File: src/rtl/imem_port_arbiter.sv
// Single-port instruction BRAM arbiter: IF fetch vs. program loader, with read-return routing.
// Optional boot hold (loader-only until load_done) is enabled by defining IMEM_ARB_BOOT_HOLD_EN.
module imem_port_arbiter #(
  parameter int          ADDR_W       = 13,
  parameter int          STARVE_LIMIT = 8,
  parameter logic [31:0] NOP_INSTR    = 32'h00000013
) (
  input  logic              clk,
  input  logic              rst,
  input  logic              fetch_req,
  input  logic [31:0]       fetch_addr,
  output logic              fetch_gnt,
  output logic              fetch_rvalid,
  output logic [31:0]       fetch_rdata,
  output logic              fetch_err,
  input  logic              load_req,
  input  logic              load_we,
  input  logic [31:0]       load_addr,
  input  logic [31:0]       load_wdata,
  output logic              load_gnt,
  output logic              load_rvalid,
  output logic [31:0]       load_rdata,
  input  logic              load_done,
  output logic              core_hold,
  output logic              bram_en,
  output logic              bram_we,
  output logic [ADDR_W-1:0] bram_addr,
  output logic [31:0]       bram_din,
  input  logic [31:0]       bram_dout
);

  localparam int               CNT_W = $clog2(STARVE_LIMIT + 1);
  localparam logic [CNT_W-1:0] LIMIT = CNT_W'(STARVE_LIMIT);

  typedef enum logic [1:0] {OWN_NONE, OWN_FETCH, OWN_LOAD} owner_e;

  logic             boot;
  logic             fetch_in_range, fetch_aligned, load_in_range;
  logic [CNT_W-1:0] starve_cnt, starve_nxt;
  owner_e           rd_owner, rd_owner_nxt;
  logic             fetch_err_q, fetch_oor_q, load_oor_q;
  logic [1:0]       unused_load_lsb;

  assign fetch_in_range  = (fetch_addr[31:ADDR_W+2] == '0);
  assign fetch_aligned   = (fetch_addr[1:0] == 2'b00);
  assign load_in_range   = (load_addr[31:ADDR_W+2] == '0);
  assign unused_load_lsb = load_addr[1:0];

`ifdef IMEM_ARB_BOOT_HOLD_EN
  typedef enum logic {ST_RUN, ST_BOOT} state_e;
  state_e state, state_nxt;

  // NOTE: sequential state is updated with non-blocking assignments only, so every
  // register samples pre-edge values regardless of process ordering.
  always_ff @(posedge clk or posedge rst) begin
    if (rst) state <= ST_BOOT;
    else     state <= state_nxt;
  end

  always_comb begin
    state_nxt = state;
    if (state == ST_BOOT && load_done) state_nxt = ST_RUN;
  end

  assign boot = (state == ST_BOOT);
`else
  logic unused_load_done;
  assign unused_load_done = load_done;
  assign boot             = 1'b0;
`endif

  // Grants are combinational but forced low while rst is high so every output is 0 in reset.
  always_comb begin
    // NOTE: every always_comb output gets a default first; a path that leaves one
    // unassigned would infer a latch.
    fetch_gnt = 1'b0;
    load_gnt  = 1'b0;
    core_hold = 1'b0;
    if (!rst) begin
      if (boot) begin
        load_gnt  = load_req;
        core_hold = 1'b1;
      end else begin
        fetch_gnt = fetch_req && !(load_req && starve_cnt == LIMIT);
        load_gnt  = load_req && !fetch_gnt;
        core_hold = fetch_req && !fetch_gnt;
      end
    end
  end

  always_comb begin
    starve_nxt = starve_cnt;
    if (boot || !load_req || load_gnt) starve_nxt = '0;
    else if (starve_cnt < LIMIT)       starve_nxt = starve_cnt + 1'b1;
  end

  always_comb begin
    rd_owner_nxt = OWN_NONE;
    if (fetch_gnt)                 rd_owner_nxt = OWN_FETCH;
    else if (load_gnt && !load_we) rd_owner_nxt = OWN_LOAD;
  end

  assign bram_en = (fetch_gnt && fetch_in_range) || (load_gnt && load_in_range);
  assign bram_we = load_gnt && load_we && load_in_range;
  assign bram_din = load_gnt ? load_wdata : 32'h0;
  assign bram_addr = fetch_gnt ? fetch_addr[ADDR_W+1:2] :
                     load_gnt  ? load_addr[ADDR_W+1:2]  : '0;

  always_ff @(posedge clk or posedge rst) begin
    if (rst) begin
      starve_cnt  <= '0;
      rd_owner    <= OWN_NONE;
      fetch_err_q <= 1'b0;
      fetch_oor_q <= 1'b0;
      load_oor_q  <= 1'b0;
    end else begin
      starve_cnt  <= starve_nxt;
      rd_owner    <= rd_owner_nxt;
      fetch_err_q <= !fetch_in_range || !fetch_aligned;
      fetch_oor_q <= !fetch_in_range;
      load_oor_q  <= !load_in_range;
    end
  end

  // Out-of-range reads never enabled the BRAM, so their data is substituted here.
  assign fetch_rvalid = (rd_owner == OWN_FETCH);
  assign fetch_err    = fetch_rvalid && fetch_err_q;
  assign fetch_rdata  = !fetch_rvalid ? 32'h0 : (fetch_oor_q ? NOP_INSTR : bram_dout);
  assign load_rvalid  = (rd_owner == OWN_LOAD);
  assign load_rdata   = (load_rvalid && !load_oor_q) ? bram_dout : 32'h0;

endmodule

File: config.mk
export PLATFORM = sky130hd
export DESIGN_NAME = imem_port_arbiter
export DESIGN_NICKNAME = d
export VERILOG_FILES = /design/src/rtl/imem_port_arbiter.sv
export SDC_FILE = /design/constraint.sdc
export NUM_CORES = 1
export LEC_CHECK = 0
export ABC_AREA = 1
export ABC_CLOCK_PERIOD_IN_PS = 1570
export BUFFER_PORTS_ARGS = -buffer_cell sky130_fd_sc_hd__buf_4
export CORE_AREA = 5 5 94 96
export CTS_CLUSTER_DIAMETER = 50
export DETAILED_ROUTE_END_ITERATION = 12
export DIE_AREA = 0 0 99 101
export GPL_ROUTABILITY_DRIVEN = 0
export PLACE_DENSITY = 0.63
export SKIP_CTS_REPAIR_TIMING = 1
export SLEW_MARGIN = 20
export SYNTH_ARGS = -nofsm -noshare
export SYNTH_HDL_FRONTEND = slang
export SYNTH_SLANG_ARGS = --single-unit
File: constraint.sdc
create_clock -name clk -period 1.57 [get_ports clk]
set_input_delay 0.0785 -clock clk [delete_from_list [all_inputs] [get_ports clk]]
set_output_delay 0.0785 -clock clk [all_outputs]
set_load 0.03 [all_outputs]
# Word level (Yosys, flattened, before mapping)
# Cells that the tools add are included.
[totals]
ff_bits = 9
in_bits = 134
[classes]
add_sub_neg = 1
n_lt_le_gt_ge = 1
eq_ne = 3
mux = 13
reduce_logical = 26
[op_table]
columns = ["operator", "n"]
rows = [
  ["$mux W32", 4],
  ["$logic_not A17 Y1", 2],
  ["$mux W13", 2],
  ["$logic_and A1 B1 Y1", 11],
  ["$logic_not A1 Y1", 8],
  ["$mux W4", 2],
  ["$add A4 B1 Y4 const B", 1],
  ["$eq A4 B4 Y1 const B", 1],
  ["$lt A4 B4 Y1 const B", 1],
  ["$mux W2", 2],
  ["$logic_or A1 B1 Y1", 3],
  ["$mux W1", 3],
  ["$eq A2 B1 Y1 const B", 1],
  ["$eq A2 B2 Y1 const B", 1],
  ["$logic_not A2 Y1", 1],
  ["$reduce_bool A2 Y1", 1],
]

# Logic depth before layout (Yosys ltp)
[logic_depth]
ltp_word = 10
mapped_depth = 9
mapped_depth_nobuf = 9

# Worst setup path after synthesis
# Ideal clock, no wire load.
[synth_timing]
kind = "reg2out"
from = "register starve_cnt[0]"
to = "output bram_we"
arrival_time_ps = 1713
path_slack_ps = -222
stages_incl_launch_ff = 9
cell_sequence = "dfrtp_1 > inv_1 > ha_1 > inv_1 > nor2_2 > nand2_2 > nand2_1 > nand2_4 > nor3_1"
[synth_via]
elab_chain_len = 9
[synth_rtl]
columns = ["item", "line_no", "rtl"]
rows = [
  ["from (decl)", "39", "logic [CNT_W-1:0] starve_cnt, starve_nxt;"],
  ["from (signal assigned)", "117", "starve_cnt <= starve_nxt;"],
  ["$eq A4 B4 Y1", "84", "fetch_gnt = fetch_req && !(load_req && starve_cnt == LIMIT);"],
  ["$logic_and A1 B1 Y1", "84", ""],
  ["$logic_not A1 Y1", "84", ""],
  ["$logic_and A1 B1 Y1", "84", ""],
  ["$logic_not A1 Y1", "85", "load_gnt = load_req && !fetch_gnt;"],
  ["$logic_and A1 B1 Y1", "85", ""],
  ["$mux W1", "79", "if (!rst) begin"],
  ["$logic_and A1 B1 Y1 (2 in series)", "104", "assign bram_we = load_gnt && load_we && load_in_range;"],
  ["to (decl)", "26", "output logic bram_we,"],
]
# No other way between the ends.

# Worst setup path in the final report
[layout_timing]
from = "register starve_cnt[0]"
to = "output bram_din[3]"
[layout_via]
elab_chain_len = 8
[layout_rtl]
columns = ["item", "line_no", "rtl"]
rows = [
  ["$eq A4 B4 Y1", "84", ""],
  ["$logic_and A1 B1 Y1", "84", ""],
  ["$logic_not A1 Y1", "84", ""],
  ["$logic_and A1 B1 Y1", "84", ""],
  ["$logic_not A1 Y1", "85", ""],
  ["$logic_and A1 B1 Y1", "85", ""],
  ["$mux W1", "79", ""],
  ["$mux W32", "105", "assign bram_din = load_gnt ? load_wdata : 32'h0;"],
  ["to (decl)", "28", "output logic [31:0] bram_din,"],
]
# No other way between the ends.

==> impl_metrics.env <==
export IMPL_clockBufferDepth=2
export IMPL_netlist_area_um2=1510
export IMPL_maxSlewHeadroom_pct=79.9
export IMPL_start_util_pct=18.9
export IMPL_hold_depth=2
export IMPL_root_buffer="clkbuf_8"
export IMPL_wire_per_inst_um=12.3
export IMPL_drive_gt1_share_pct=58.1
export IMPL_numPortBuffers=247
export IMPL_vias_per_cell=3.97
export IMPL_cts_buffers=3
export IMPL_synth_seq_cells=9
export IMPL_wl_um=8330
export IMPL_grt_pass1_wl_um=11400
export IMPL_synth_cells=313
export IMPL_avgSynthCellArea_um2=4.81
export IMPL_grt_pass1_vias=2507
export IMPL_die_w_um=99
export IMPL_hold_viol=0
export IMPL_cts_clk_slew_worst_paths_ns=0.04
export IMPL_synthToLayoutAreaGrowth_pct=172
export IMPL_antenna_found_initial=0
export IMPL_hold_slack_ns=0.00503
export IMPL_dr_total_vias=2695
export IMPL_diodes=0
export IMPL_clock_sinks=9
export IMPL_synth_top_family_by_area="simple AND/OR/NAND/NOR gates"
export IMPL_synth_xor_area_share_pct=0.582
export IMPL_synth_compound_area_share_pct=3.66
export IMPL_startpoint="starve_cnt[0]"
export IMPL_final_antenna_net_count=0
export IMPL_grt_max_degree=33
export IMPL_dp_hpwl_um=6870
export IMPL_cts_tree="done"
export IMPL_layout_common_cells="buf_4 (211), inv_1 (83), nor2_1 (68)"
export IMPL_critical_path_startpoint_type="flop"
export IMPL_max_slew_worst_pin_slew_ns=0.302
export IMPL_crit_path_max_fanout=7
export IMPL_leakagePower_nw=2.46
export IMPL_dr_pass1_iters=4
export IMPL_worstHoldStart="load_we"
export IMPL_setup_tns_final_ns=-9.05
export IMPL_core_area_um2=7970
export IMPL_synthAdderAreaFrac_pct=1.66
export IMPL_dieArea_um2=10000
export IMPL_required_ns=1.49
export IMPL_dr_first_iter_drc_count=33
export IMPL_finalCriticalPeriod_ns=1.81
export IMPL_cp_arrival_ns=1.73
export IMPL_mostFrequentLayoutCell="buf_4"
export IMPL_r2r_slack_ns=0.08
export IMPL_power_density_nw_per_um2=307
export IMPL_fmax_mhz=552
export IMPL_final_nets=710
export IMPL_hp_class="input pin to flop"
export IMPL_outcome="finished with violations"
export IMPL_die_height_um=101
export IMPL_violations="negative setup slack"
export IMPL_rsz0062_at_grt="true"
export IMPL_r2r_cells=10
export IMPL_critical_path_endpoint_type="output port"
export IMPL_num_rows=33
export IMPL_yosysWarnings=0
export IMPL_maxSlewViolCount=0
export IMPL_synth_distinct_cells=22
export IMPL_setup_violations=49
export IMPL_r2r_start="starve_cnt[0]"
export IMPL_num_io_pins=251
export IMPL_synth_area_mux_share_pct=0
export IMPL_path_class="flop to output port"
export IMPL_setup_ws_ns=-0.243
export IMPL_grtUsageTotal_pct=13.7
export IMPL_timing_rr_end="starve_cnt[3]"
export IMPL_synthSimpleGateAreaFrac_pct=52.5
export IMPL_worstSkewPairLatency_ns=0.23
export IMPL_ys_seq_area_share_pct=15.0
export IMPL_finalClockSkew_ns=0.00469
export IMPL_min_to="rd_owner[1]"
export IMPL_period_share_pct=115
export IMPL_peakVddDrop_v=0.000176
export IMPL_gr_total_overflow=0
export IMPL_max_cap_violations=0
export IMPL_syn_nets=449
export IMPL_drc=0
export IMPL_cts_htree_levels=1
==> cells in the mapped netlist <==
library cell	number	area share (%)
nor2_1	113	28
inv_1	84	21
nand2_1	62	15
dfrtp_1	9	15
nor2_2	8	3.3
a21oi_1	6	2.0
nand3_1	6	2.0
buf_6	4	3.0
clkbuf_1	3	0.75
buf_2	2	0.67
buf_4	2	1.0
ha_1	2	1.7
nand4_1	2	0.83
nor3_1	2	0.67
a21oi_2	1	0.58
a21oi_4	1	1.1
inv_2	1	0.25
nand2_2	1	0.42
nand2_4	1	0.75
nor3b_1	1	0.50
or2_2	1	0.42
xor2_1	1	0.58
==> per-layer routing <==
layer	GRT usage [%]	part of all wire (%)
met2	27.5	55
met1	12.8	31
met5	0	0
met3	4.78	13
met4	3.99	1.6
==> worst max-delay path by stage <==
| stage | end | slack (ns) | cells after the start |
|---|---|---|---|
| detailed placement | bram_din[18] | -0.05 | 10 |
| global route | bram_din[30] | -0.33 | 10 |
| CTS | bram_din[18] | -0.31 | 10 |
| global placement | bram_din[20] | 0.009 | 10 |
| finish | bram_din[3] | -0.24 | 10 |
| floorplan | bram_din[18] | -0.08 | 9 |
==> cell type report <==
class,count,area (µm²)
sequential,9,225
clock buffer,4,45.0
timing repair buffer,266,2250
fill,779,3880
multi-input combinational,209,1120
inverter,85,319
tap,105,131
==> per-stage QoR <==
stage	power [mW]	area (µm²)	util [%]	setup slack (ns)	cells
floorplan	0.526	1590	-	-0.0804	313
global placement	0.891	3600	45.1	0.00875	664
detailed placement	0.902	3600	45.1	-0.0509	664
CTS	1.17	3640	45.7	-0.307	668
global route	1.34	4090	51.3	-0.333	678
finish	1.25	4090	51.3	-0.243	678
==> power breakdown <==
part           internal, mW  switching, mW
clock                 0.176         0.0845
sequential            0.241        0.00540
combinational         0.393          0.354
==> registers in the layout (all words and copies together), names as in the netlist <==
register,flops
fetch_err_q,1
load_oor_q,1
starve_cnt,4
rd_owner,2
fetch_oor_q,1
==> cells by family (layout without fill, tap and decap cells) <==
logic type | Yosys count | in the layout
adders and majority gates | 2 | 2
and+or+nand+nor | 197 | 198
AOI/OAI and AO/OA | 8 | 8
DFF | 9 | 9
xor gates and xnor gates | 1 | 1
buffers and inverters | 96 | 355
==> critical path, cell delays in order (launching register included) <==
cell	delay, ns
dfrtp_1	0.37
inv_1	0.06
ha_1	0.15
inv_2	0.05
nor2_4	0.15
nand2_4	0.09
nand2_4	0.12
nand2_8	0.09
clkbuf_16	0.19
nor2_4	0.10
buf_6	0.14
(Power assumes the default switching activity.)
